<file path="src/rtl/backprop_pkg.sv">
// rtl/backprop_pkg.sv - shared encodings and fixed-point constants for the backprop stages
package backprop_pkg;

    localparam int DENSE_LINEAR  = 0;
    localparam int DENSE_RELU    = 1;
    localparam int DENSE_LEAKY   = 2;
    localparam int DENSE_SIGMOID = 3;

    localparam logic [1:0] ST_IDLE = 2'd0;
    localparam logic [1:0] ST_CALC = 2'd1;
    localparam logic [1:0] ST_DONE = 2'd2;

    // Leaky slope is ONE>>6, hard-sigmoid slope is ONE/5 (truncated)
    localparam int LEAKY_SHIFT = 6;
    localparam int SIGMOID_DIV = 5;

    function automatic int fx_one(input int frac_bits);
        return 1 << frac_bits;
    endfunction

    // 2.5 in fixed point: the hard-sigmoid linear region is |z| < 2.5
    function automatic int sigmoid_limit(input int frac_bits);
        return 5 << (frac_bits - 1);
    endfunction

endpackage

</file>
<file path="src/rtl/activate_diff_unit.sv">
// rtl/activate_diff_unit.sv - combinational activation derivative f'(z) for one element
module activate_diff_unit
    import backprop_pkg::*;
#(
    parameter int data_size       = 16,
    parameter int frac_bits       = 8,
    parameter int dense_type_size = 4
) (
    input  logic signed [data_size-1:0]       z,
    input  logic        [dense_type_size-1:0] dense_type,
    output logic        [data_size-1:0]       dz,
    output logic                              bad
);

    localparam logic [data_size-1:0] ONE       = data_size'(fx_one(frac_bits));
    localparam logic [data_size-1:0] LEAK      = data_size'(fx_one(frac_bits) >> LEAKY_SHIFT);
    localparam logic [data_size-1:0] SIG_SLOPE = data_size'(fx_one(frac_bits) / SIGMOID_DIV);
    localparam logic [data_size:0]   SIG_LIMIT = (data_size+1)'(sigmoid_limit(frac_bits));

    logic [data_size:0] z_abs;
    logic               z_pos;

    // One extra bit so the most-negative input has a representable magnitude
    assign z_abs = z[data_size-1] ? (~{1'b1, z} + 1'b1) : {1'b0, z};
    assign z_pos = !z[data_size-1] && (z != '0);

    always_comb begin
        dz  = '0;
        bad = 1'b0;
        case (dense_type)
            dense_type_size'(DENSE_LINEAR):  dz = ONE;
            dense_type_size'(DENSE_RELU):    dz = z_pos ? ONE : '0;
            dense_type_size'(DENSE_LEAKY):   dz = z_pos ? ONE : LEAK;
            dense_type_size'(DENSE_SIGMOID): dz = (z_abs < SIG_LIMIT) ? SIG_SLOPE : '0;
            default:                         bad = 1'b1;
        endcase
    end

endmodule

</file>
<file path="src/rtl/activate_diff_stage.sv">
// rtl/activate_diff_stage.sv - serial activation-derivative stage with bundle pass-through
module activate_diff_stage
    import backprop_pkg::*;
#(
    parameter int size                   = 3,
    parameter int data_size              = 16,
    parameter int frac_bits              = 8,
    parameter int cost_type_size         = 8,
    parameter int dense_type_size        = 4,
    parameter int backprop_controll_size = 100
) (
    input  logic                              clk,
    input  logic                              rst_n,
    input  logic                              in_valid,
    output logic                              in_ready,
    input  logic [data_size*size-1:0]         predict_value,
    input  logic [cost_type_size-1:0]         cost_type,
    input  logic [dense_type_size-1:0]        dense_type,
    input  logic [data_size*size-1:0]         w,
    input  logic [data_size*size-1:0]         x,
    input  logic [data_size*size-1:0]         z,
    input  logic [backprop_controll_size-1:0] backprop_controll,
    output logic                              out_valid,
    input  logic                              out_ready,
    output logic [data_size*size-1:0]         predict_value_out,
    output logic [cost_type_size-1:0]         cost_type_out,
    output logic [dense_type_size-1:0]        dense_type_out,
    output logic [data_size*size-1:0]         w_out,
    output logic [data_size*size-1:0]         x_out,
    output logic [data_size*size-1:0]         z_out,
    output logic [backprop_controll_size-1:0] backprop_controll_out,
    output logic [data_size*size-1:0]         dz_out,
    output logic                              bad_type
);

    localparam int IDX_W = (size > 1) ? $clog2(size) : 1;

    logic [1:0]                 state;
    logic [IDX_W-1:0]           idx;
    logic [data_size-1:0]       unit_z;
    logic [dense_type_size-1:0] unit_type;
    logic [data_size-1:0]       unit_dz;
    logic                       unit_bad;

    assign in_ready  = (state == ST_IDLE);
    assign out_valid = (state == ST_DONE);

    // In IDLE the unit sees the incoming type so bad_type is known at capture
    always_comb begin
        unit_type = (state == ST_IDLE) ? dense_type : dense_type_out;
        unit_z    = '0;
        for (int i = 0; i < size; i++) begin
            if (idx == IDX_W'(i)) unit_z = z_out[i*data_size +: data_size];
        end
    end

    activate_diff_unit #(
        .data_size       (data_size),
        .frac_bits       (frac_bits),
        .dense_type_size (dense_type_size)
    ) u_unit (
        .z          (unit_z),
        .dense_type (unit_type),
        .dz         (unit_dz),
        .bad        (unit_bad)
    );

    always_ff @(posedge clk or negedge rst_n) begin
        if (!rst_n) begin
            state                 <= ST_IDLE;
            idx                   <= '0;
            predict_value_out     <= '0;
            cost_type_out         <= '0;
            dense_type_out        <= '0;
            w_out                 <= '0;
            x_out                 <= '0;
            z_out                 <= '0;
            backprop_controll_out <= '0;
            dz_out                <= '0;
            bad_type              <= 1'b0;
        end else begin
            case (state)
                ST_IDLE: begin
                    if (in_valid) begin
                        predict_value_out     <= predict_value;
                        cost_type_out         <= cost_type;
                        dense_type_out        <= dense_type;
                        w_out                 <= w;
                        x_out                 <= x;
                        z_out                 <= z;
                        backprop_controll_out <= backprop_controll;
                        bad_type              <= unit_bad;
                        idx                   <= '0;
                        state                 <= ST_CALC;
                    end
                end
                ST_CALC: begin
                    for (int i = 0; i < size; i++) begin
                        if (idx == IDX_W'(i)) dz_out[i*data_size +: data_size] <= unit_dz;
                    end
                    if (idx == IDX_W'(size - 1)) begin
                        idx   <= '0;
                        state <= ST_DONE;
                    end else begin
                        idx <= idx + 1'b1;
                    end
                end
                ST_DONE: begin
                    if (out_ready) state <= ST_IDLE;
                end
                default: state <= ST_IDLE;
            endcase
        end
    end

endmodule

</file>
<file path="config.mk">
export PLATFORM = sky130hd
export DESIGN_NAME = activate_diff_stage
export DESIGN_NICKNAME = d
export VERILOG_FILES = /design/src/rtl/backprop_pkg.sv /design/src/rtl/activate_diff_unit.sv /design/src/rtl/activate_diff_stage.sv
export SDC_FILE = /design/constraint.sdc
export NUM_CORES = 1
export LEC_CHECK = 0
export BUFFER_PORTS_ARGS = -buffer_cell sky130_fd_sc_hd__buf_2
export CORE_AREA = 2 2 258 260
export DETAILED_ROUTE_END_ITERATION = 12
export DIE_AREA = 0 0 260 262
export MAX_ROUTING_LAYER = met4
export PLACE_DENSITY = 0.48
export SYNTH_ARGS = -nofsm -noshare
export SYNTH_HDL_FRONTEND = slang
export SYNTH_HIERARCHICAL = 1
export SYNTH_SLANG_ARGS = --single-unit
</file>
<file path="constraint.sdc">
create_clock -name clk -period 3.6 [get_ports clk]
set_clock_uncertainty 0.05 [all_clocks]
set_input_delay 0.9 -clock clk [delete_from_list [all_inputs] [get_ports clk]]
set_output_delay 0.9 -clock clk [all_outputs]
set_load 0.05 [all_outputs]
</file>
==> flow_metrics.tcl, run 1 <==
set metrics [dict create \
    status "finished, final reports clean" \
    layout.area.seq_sq_um 8930 \
    cts-root-buf "clkbuf_16" \
    die-width_microns 260 \
    io_buffers 662 \
    cts_resized 0 \
    holdWs_ns 0.273 \
    gr-total-overflow 0 \
    cp.required_ns 4.03 \
    synth.cell_area_sq_um 14200 \
    drc_errors 0 \
    wirelength_microns 45000 \
    drive_above_1_share 0.700 \
    r2r_slack_ns 0.38 \
    final-hold-violation-count 0 \
    crit_arrival_ns 3.65 \
    hold_class "primary input to asynchronous set/reset pin" \
    place_hpwl_microns 34900 \
    finalCritPeriodShare 0.896 \
    min_period_ns 3.22 \
    multi_input_area_sq_um 4730 \
    cts_post_setup_buffers_inserted 0 \
    worst_setup_path_start_kind "flop" \
    synth_cell_types 38 \
    die_area_sq_um 68100 \
    grt_pass1_wl_microns 65400 \
    synth_adder_area_share 0.000795 \
    drtIter0Drc 269 \
    first_pass_iters 4 \
    cts.sink_count 357 \
    floorplan.initialDensity 0.217 \
    antenna_found_initial 6 \
    syn_to_final_growth_pct 39.7 \
    clkSlewWorstSetupHoldPaths_ns 0.06 \
    endpoint_kind "flop" \
    track_usage 0.130 \
    clkLatencyLatePin_ns 0.55 \
    synth_top_family_by_area "multiplexers" \
    ys_seq_area_frac 0.631 \
    crit_slowest_cell "dfrtp_2" \
    cts_max_path_buffers 3 \
    maxSlewHeadroom 0.553 \
    synth_simple_gate_area_frac 0.0142 \
    setup_violations 0 \
    rows 94 \
    layout.nets 1851 \
    cts_tree "built" \
    drtAntennaViolNets 0 \
    grt_pass1_vias 10672 \
    tightestPinTransition_ns 0.668 \
    yosysTopAreaCellShare 0.631 \
    routabilityCongestion 0.851 \
    ys_ff_latch 357 \
    coreArea_sq_um 65300 \
    worst-path-max-fanout 22 \
    avgSynthCellArea_sq_um 16.5 \
    synth_edf_count 0 \
    vias_per_cell 4.03 \
    cts_max_level 2 \
    cts_hold_buf 0 \
    ys_warn_count 6 \
    synthCells 858 \
    rsz0062_at_grt "no" \
    path_cells "nor2b_2 -> o2bb2ai_1 -> inv_1 -> o21ai_0 -> a32o_1 -> a22o_1 -> and4_1 -> mux2_2" \
    vias 9833 \
    cpPeakStageDelay_ns 0.64 \
    synthArstFlopShare 1.00 \
    clock.fmax_ghz 0.310 \
    path_class "flop to flop" \
    synthXorXnorAreaFrac 0.000618 \
    wl_per_cell_microns 18.4 \
    muxShareOfSynthArea 0.296 \
    drv_slew 0 \
    yosys.area.top_type "dfrtp_1" \
    die_h_microns 262 \
    drv_cap 0 \
    synth-compound-area-share 0.0191 \
    synth_flop_cell "dfrtp_1" \
    synth_area_leaders "dfrtp_1 63%, mux2_2 27%, buf_6 2.6%" \
    grt_max_degree 78 \
    num-fill-cells 6681 \
    numCtsBuffers 42 \
    totalNegativeSetupSlack_ns 0 \
    io_pins 663 \
]
synth_stat cells, types with 2 or more instances:
library cell / instances
a21o_1: 3
o21ai_0: 4
dfrtp_1: 357
buf_4: 14
buf_6: 33
nor2_1: 7
and4bb_2: 2
mux2_2: 338
a21oi_1: 2
mux2_1: 19
nor4_1: 2
buf_2: 10
o21bai_1: 2
inv_1: 5
o2bb2ai_1: 16
a31oi_1: 3
nand2_1: 3
nor2b_1: 2
mux2i_1: 17
cell usage in the layout, fill, tap and decap left out, types with 3 or more instances in the layout:
master	synthesis	routed
nor2_1	7	7
buf_2	10	661
buf_4	14	22
a21o_1	3	3
mux2_1	19	19
mux2_2	338	338
buf_12	0	6
clkbuf_1	1	13
o21ai_0	4	4
inv_1	5	5
a31oi_1	3	3
diode_2	0	4
o2bb2ai_1	16	16
dfrtp_1	357	356
nand2_1	3	3
conb_1	1	10
clkbuf_8	0	11
clkbuf_16	0	45
mux2i_1	17	17
flip-flops by register name (all words and copies together), names as in the netlist:
register	flops
backprop_controll_out	100
dz_out	48
predict_value_out	48
w_out	48
x_out	48
z_out	48
cost_type_out	8
dense_type_out	4
idx	2
state	2
bad_type	1
critical path, delay by kind of cell (launching register included):
family / cells / cell delay [ns]
compound gates: 4 / 0.87
buf+inv: 1 / 0.21
flops: 1 / 0.64
mux: 1 / 0.26
simple gates: 2 / 1.11
worst paths after layout:
kind / startpoint / to / cells after the start
worst max-delay path: idx[1] / dz_out[1] / 8
worst min-delay path: rst_n / x_out[29] / 1
worst max register to register: idx[1] / dz_out[1] / 8
worst min register to register: backprop_controll_out[18] / backprop_controll_out[18] / 1
max in group asynchronous: rst_n / dz_out[23] / 2
min in group clk: backprop_controll_out[18] / backprop_controll_out[18] / 1
layout make-up:
type | instances | share of cell area
diodes | 4 | 0.000506
clock buffers | 69 | 0.0670
clock inverters | 5 | 0.00411
inverters | 5 | 0.000948
multi-input cells | 447 | 0.239
flip-flops and latches | 357 | 0.452
well taps | 864 | 0.0546
repair buffers | 690 | 0.182
cell families (layout without fill, tap and decap cells):
group           Yosys count  after routing
other cells               1             14
mux                     374            374
simple gates             27             27
compound gates           34             34
xor+xnor                  1              1
fa+ha+maj                 1              1
flops                   357            357
buf+inv                  63            769
routing by layer:
metal	vias up	GRT usage	routed length, microns
met1	4926	0.141	17000
met3	51	0.0398	3720
li1	4431	-	-
met4	0	0.0327	784
met5	-	-	0
met2	425	0.231	23500
metrics by stage:
step,instances,utilization,area (sq um),setup slack (ns)
4_1_cts,2437,0.303,19800,0.340
5_1_grt,2441,0.303,19800,0.0935
2_1_floorplan,867,-,14200,0.905
6_report,2441,0.303,19800,0.376
3_5_place_dp,2363,0.281,18400,0.380
3_3_place_gp,2363,0.281,18400,0.613
Power of run 1 is not shown: default switching activity piles up to over one toggle a cycle in this logic, so the estimate is an artifact.
==> run 2: changes to the inputs <==
--- a/config.mk
+++ b/config.mk
@@ -7,6 +7,7 @@
 export LEC_CHECK = 0
 export BUFFER_PORTS_ARGS = -buffer_cell sky130_fd_sc_hd__buf_2
 export CORE_AREA = 2 2 258 260
+export CTS_CLUSTER_DIAMETER = 50
 export DETAILED_ROUTE_END_ITERATION = 12
 export DIE_AREA = 0 0 260 262
 export MAX_ROUTING_LAYER = met4
==> constraint.sdc (replaced) <==
create_clock -name clk -period 3.6 [get_ports clk]
set_clock_uncertainty 0.05 [all_clocks]
set_input_delay 0.9 -clock clk [delete_from_list [all_inputs] [get_ports clk]]
set_output_delay 0.9 -clock clk [all_outputs]
set_load 0.01 [all_outputs]
==> run 2 against run 1 <==
Effect of this change:
- routed wire length up 0.52%
- hold slack worse by 0.033 ns
- design area grew 1.6%
- critical path type unchanged
- first-iteration DRC count is 0.37% higher
- non-clock buffer count stayed put
==> flow_metrics.tcl, run 2 (synthesized netlist as in run 1, its figures left out) <==
set metrics [dict create \
    track_usage 0.131 \
    power.share.combinational 0.378 \
    die_area_sq_um 68100 \
    cts_max_level 2 \
    p_sw_mw 6.96 \
    maxSlewHeadroom 0.546 \
    antenna_found_initial 6 \
    die-width_microns 260 \
    first_pass_iters 4 \
    rows 94 \
    gr-total-overflow 0 \
    layout.nets 1861 \
    clkSlewWorstSetupHoldPaths_ns 0.06 \
    vias_per_cell 4.02 \
    cts_tree "built" \
    coreArea_sq_um 65300 \
    wirelength_microns 45200 \
    path_class "flop to flop" \
    cts-root-buf "clkbuf_16" \
    r2r_cells 8 \
    p_sw_frac 0.350 \
    cts_post_setup_buffers_inserted 0 \
    place_hpwl_microns 34900 \
    drive_above_1_share 0.705 \
    tightestPinTransition_ns 0.678 \
    min_period_ns 3.23 \
    rsz0062_at_grt "no" \
    rr_endpoint "dz_out[1]" \
    fin_area_sq_um 20100 \
    regMostFlops "backprop_controll_out" \
    cts.sink_count 357 \
    largest_register_ffs 100 \
    cts_hold_buf 0 \
    worst_setup_path_start_kind "flop" \
    floorplan.initialDensity 0.217 \
    status "finished, final reports clean" \
    multi_input_area_sq_um 4730 \
    layout.area.seq_sq_um 8930 \
    die_h_microns 262 \
    cts_max_path_buffers 3 \
    io_pins 663 \
    wl_per_cell_microns 18.4 \
    grt_max_degree 78 \
    clkLatencyLatePin_ns 0.57 \
    r2r_slack_ns 0.37 \
    syn_to_final_growth_pct 41.9 \
    finalCritPeriodShare 0.897 \
    grt_pass1_wl_microns 66000 \
    cts_resized 0 \
    drv_slew 0 \
    numCtsBuffers 52 \
    placed_area_sq_um 18400 \
    drtAntennaViolNets 0 \
    setup_violations 0 \
    hold_class "primary input to asynchronous set/reset pin" \
    leakage_nw 9.57 \
    clock.fmax_ghz 0.310 \
    seq_power_share 0.368 \
    final_common_cell "buf_2" \
    crit_arrival_ns 3.68 \
    num-fill-cells 6675 \
    final-hold-violation-count 0 \
    worst-path-max-fanout 22 \
    internal-power_mw 12.9 \
    drtIter0Drc 270 \
    r2r-start "idx[1]" \
    final_cell_mix "661 x buf_2, 356 x dfrtp_1, 338 x mux2_2, 53 x clkbuf_16, 22 x buf_4" \
    drv_cap 0 \
    totalNegativeSetupSlack_ns 0 \
    vias 9901 \
    p_per_area_nw_per_um2 989 \
    ir_drop_v 0.000460 \
    grt_pass1_vias 10824 \
    clkPwrFrac 0.254 \
    cp.required_ns 4.06 \
    drc_errors 0 \
    routabilityCongestion 0.851 \
    endpoint_kind "flop" \
    io_buffers 662 \
]
run 2: layout make-up:
class	count	share of cell area
timing repair buffer	690	0.179
tap	864	0.0538
inverter	5	0.000933
sequential	357	0.444
multi-input combinational	447	0.235
antenna	4	0.000498
clock buffer	68	0.0712
clock inverter	25	0.0147
run 2: power groups by stage:
stage	registers [mW]	clock network (mW)	logic (mW)
2_1_floorplan	8.01	0	3.55
3_3_place_gp	7.40	0	7.54
3_5_place_dp	7.41	0	7.67
4_1_cts	7.39	5.23	7.68
5_1_grt	7.61	5.43	8.11
6_report	7.32	5.06	7.51
run 2: how the worst max path moves through the flow:
stage	from	end	slack (ns)	cells after the start
6_report	idx[1]	dz_out[1]	0.37	8
5_1_grt	idx[1]	dz_out[20]	0.11	8
4_1_cts	idx[1]	dz_out[1]	0.35	8
3_5_place_dp	idx[1]	dz_out[1]	0.38	8
3_3_place_gp	idx[1]	dz_out[20]	0.61	8
2_1_floorplan	idx[1]	dz_out[17]	0.90	12
run 2: per-layer routing:
| layer | GRT usage | vias to the layer above | share of wire |
|---|---|---|---|
| li1 | - | 4464 | - |
| met4 | 0.0367 | 0 | 0.021 |
| met5 | - | - | 0 |
| met1 | 0.141 | 4930 | 0.38 |
| met2 | 0.232 | 439 | 0.52 |
| met3 | 0.0402 | 68 | 0.084 |
run 2: worst max-delay path, stage by stage (launching register included):
cell and delay (ns):
dfrtp_2 0.64, nor2b_2 0.64, o2bb2ai_1 0.33, inv_1 0.21, o21ai_0 0.23, a32o_1 0.16, a22o_1 0.14, and4_1 0.49
mux2_2 0.26
run 2: per-stage QoR:
step	hold slack [ns]	power [mW]	std cells	util	setup WS [ns]
6_report	0.240	19.9	2460	0.308	0.372
5_1_grt	0.247	21.2	2460	0.308	0.110
4_1_cts	0.224	20.3	2456	0.308	0.353
3_5_place_dp	0.421	15.1	2363	0.281	0.380
3_3_place_gp	0.413	14.9	2363	0.281	0.613
2_1_floorplan	0.479	11.6	867	-	0.905
Note: power is estimated with default switching activity, not from simulation.
==> run 3: changes to the inputs <==
--- a/config.mk
+++ b/config.mk
@@ -6,12 +6,14 @@
 export NUM_CORES = 1
 export LEC_CHECK = 0
 export BUFFER_PORTS_ARGS = -buffer_cell sky130_fd_sc_hd__buf_2
-export CORE_AREA = 2 2 258 260
+export CELL_PAD_IN_SITES_DETAIL_PLACEMENT = 1
+export CELL_PAD_IN_SITES_GLOBAL_PLACEMENT = 2
+export CORE_AREA = 2 2 255 257
 export CTS_CLUSTER_DIAMETER = 50
 export DETAILED_ROUTE_END_ITERATION = 12
-export DIE_AREA = 0 0 260 262
+export DIE_AREA = 0 0 257 259
 export MAX_ROUTING_LAYER = met4
-export PLACE_DENSITY = 0.48
+export PLACE_DENSITY = 0.67
 export SYNTH_ARGS = -nofsm -noshare
 export SYNTH_HDL_FRONTEND = slang
 export SYNTH_HIERARCHICAL = 1
==> run 3 against run 2 <==
Effect of this change:
- clock power up 7.9%
- design area up 0.45%
- clock-buffer cell count down 4
- register-to-register slack better by 0.21 ns
- via count up 0.57%
- total power up 2.6%
- fmax up 6.9%
- die area down 2.3%
- non-clock buffer count down 13
- largest cell class unchanged
==> flow_metrics.tcl, run 3 (synthesized netlist as in run 1, its figures left out) <==
set metrics [dict create \
    status "finished, final reports clean" \
    rr_endpoint "dz_out[4]" \
    drv_cap 0 \
    cts_hold_buf 0 \
    rows 93 \
    syn_to_final_growth_pct 42.6 \
    place_hpwl_microns 37000 \
    grt_max_degree 144 \
    totalNegativeSetupSlack_ns 0 \
    r2r-start "idx[1]" \
    drv_slew 0 \
    cts_post_setup_buffers_inserted 0 \
    cts.sink_count 357 \
    wirelength_microns 48300 \
    finalCritPeriodShare 0.839 \
    layout.area.seq_sq_um 8930 \
    crit_arrival_ns 3.41 \
    r2r_cells 7 \
    p_per_area_nw_per_um2 1010 \
    power_mw 20.4 \
    min_period_ns 3.02 \
    ir_drop_v 0.000435 \
    floorplan.initialDensity 0.222 \
    numCtsBuffers 51 \
    routabilityCongestion 0.843 \
    maxSlewHeadroom 0.361 \
    leakage_nw 9.58 \
    die_h_microns 259 \
    grt_pass1_vias 11182 \
    first_pass_iters 4 \
    worst_setup_path_start_kind "flop" \
    cts_max_level 2 \
    hold_class "primary input to asynchronous set/reset pin" \
    regMostFlops "backprop_controll_out" \
    worst-path-max-fanout 16 \
    final_cell_mix "661 x buf_2, 356 x dfrtp_1, 338 x mux2_2, 53 x clkbuf_16, 19 x mux2_1" \
    drc_errors 0 \
    vias 9957 \
    io_buffers 662 \
    num-fill-cells 7040 \
    final-hold-violation-count 0 \
    path_class "flop to flop" \
    clock.fmax_ghz 0.331 \
    track_usage 0.145 \
    post-route-worst-setup-slack_ns 0.581 \
    layout.nets 1847 \
    clkLatencyLatePin_ns 0.57 \
    largest_register_ffs 100 \
    io_pins 663 \
    gr-total-overflow 0 \
    endpoint_kind "flop" \
    vias_per_cell 4.07 \
    cts_resized 0 \
    cts_max_path_buffers 3 \
    setup_violations 0 \
    final_common_cell "buf_2" \
    drtAntennaViolNets 0 \
    wl_per_cell_microns 19.7 \
    cp.required_ns 3.99 \
    drtIter0Drc 248 \
    die_area_sq_um 66600 \
    die-width_microns 257 \
    clkSlewWorstSetupHoldPaths_ns 0.06 \
    rsz0062_at_grt "no" \
    antenna_found_initial 12 \
    grt_pass1_wl_microns 71400 \
    post-place-ws_ns 0.589 \
    r2r_slack_ns 0.58 \
    cts-root-buf "clkbuf_16" \
    coreArea_sq_um 63900 \
    multi_input_area_sq_um 4730 \
    cts_tree "built" \
    drive_above_1_share 0.708 \
    tightestPinTransition_ns 0.958 \
]
-- run 3: cell types whose count changed in the layout (fill, tap and decap cells not counted) --
cell        previous run  this run
inv_8                  4         3
clkinv_2               4         6
clkbuf_8               5         8
clkbuf_1              10         3
bufinv_16              4         9
clkinvlp_4             3         6
inv_6                  7         3
buf_12                 6         8
buf_4                 22         7
diode_2                4        13
-- run 3: final cells by class --
type / count / share of cell area
multi-input cells: 447 / 0.234
flip-flops and latches: 357 / 0.442
clock buffers: 64 / 0.0717
repair buffers: 677 / 0.175
inverters: 5 / 0.000929
well taps: 855 / 0.0530
diodes: 13 / 0.00161
clock inverters: 30 / 0.0214
-- run 3: worst max-delay path by stage --
| stage | depth (start not counted) | startpoint | slack [ns] | to |
|---|---|---|---|---|
| 2_1_floorplan | 12 | idx[1] | 0.90 | dz_out[17] |
| 3_3_place_gp | 7 | idx[1] | 0.76 | dz_out[5] |
| 3_5_place_dp | 7 | idx[1] | 0.59 | dz_out[4] |
| 4_1_cts | 7 | idx[1] | 0.60 | dz_out[4] |
| 5_1_grt | 8 | idx[1] | 0.36 | dz_out[4] |
| 6_report | 7 | idx[1] | 0.58 | dz_out[4] |
-- run 3: stage by stage --
stage / util / hold slack, ns / cells / instance area [sq um]
after floorplan: - / 0.479 / 867 / 14200
after global placement: 0.286 / 0.416 / 2341 / 18300
after detailed placement: 0.286 / 0.424 / 2341 / 18300
after CTS: 0.316 / 0.237 / 2435 / 20200
after global routing: 0.316 / 0.255 / 2446 / 20200
final: 0.316 / 0.246 / 2448 / 20200
-- run 3: critical path, cell delays in order (launching register included) --
cell	delay (ns)
dfrtp_2	0.53
nor2b_2	0.65
o2bb2ai_1	0.34
nor2_1	0.18
a32o_1	0.31
a22o_1	0.23
and4_1	0.29
mux2_2	0.32
-- run 3: power by group --
group          leakage, nW  internal [mW]  switching, mW
clock network        0.910           3.51           1.94
logic                 4.42           3.77           3.80
registers             4.25           6.01           1.36
total                 9.58           13.3           7.11
-- run 3: metal layers --
layer,up-vias,part of all wire,global-route usage
li1,4455,-,-
met4,0,0.026,0.0478
met5,-,0,-
met3,81,0.074,0.0468
met1,5026,0.39,0.159
met2,395,0.51,0.249
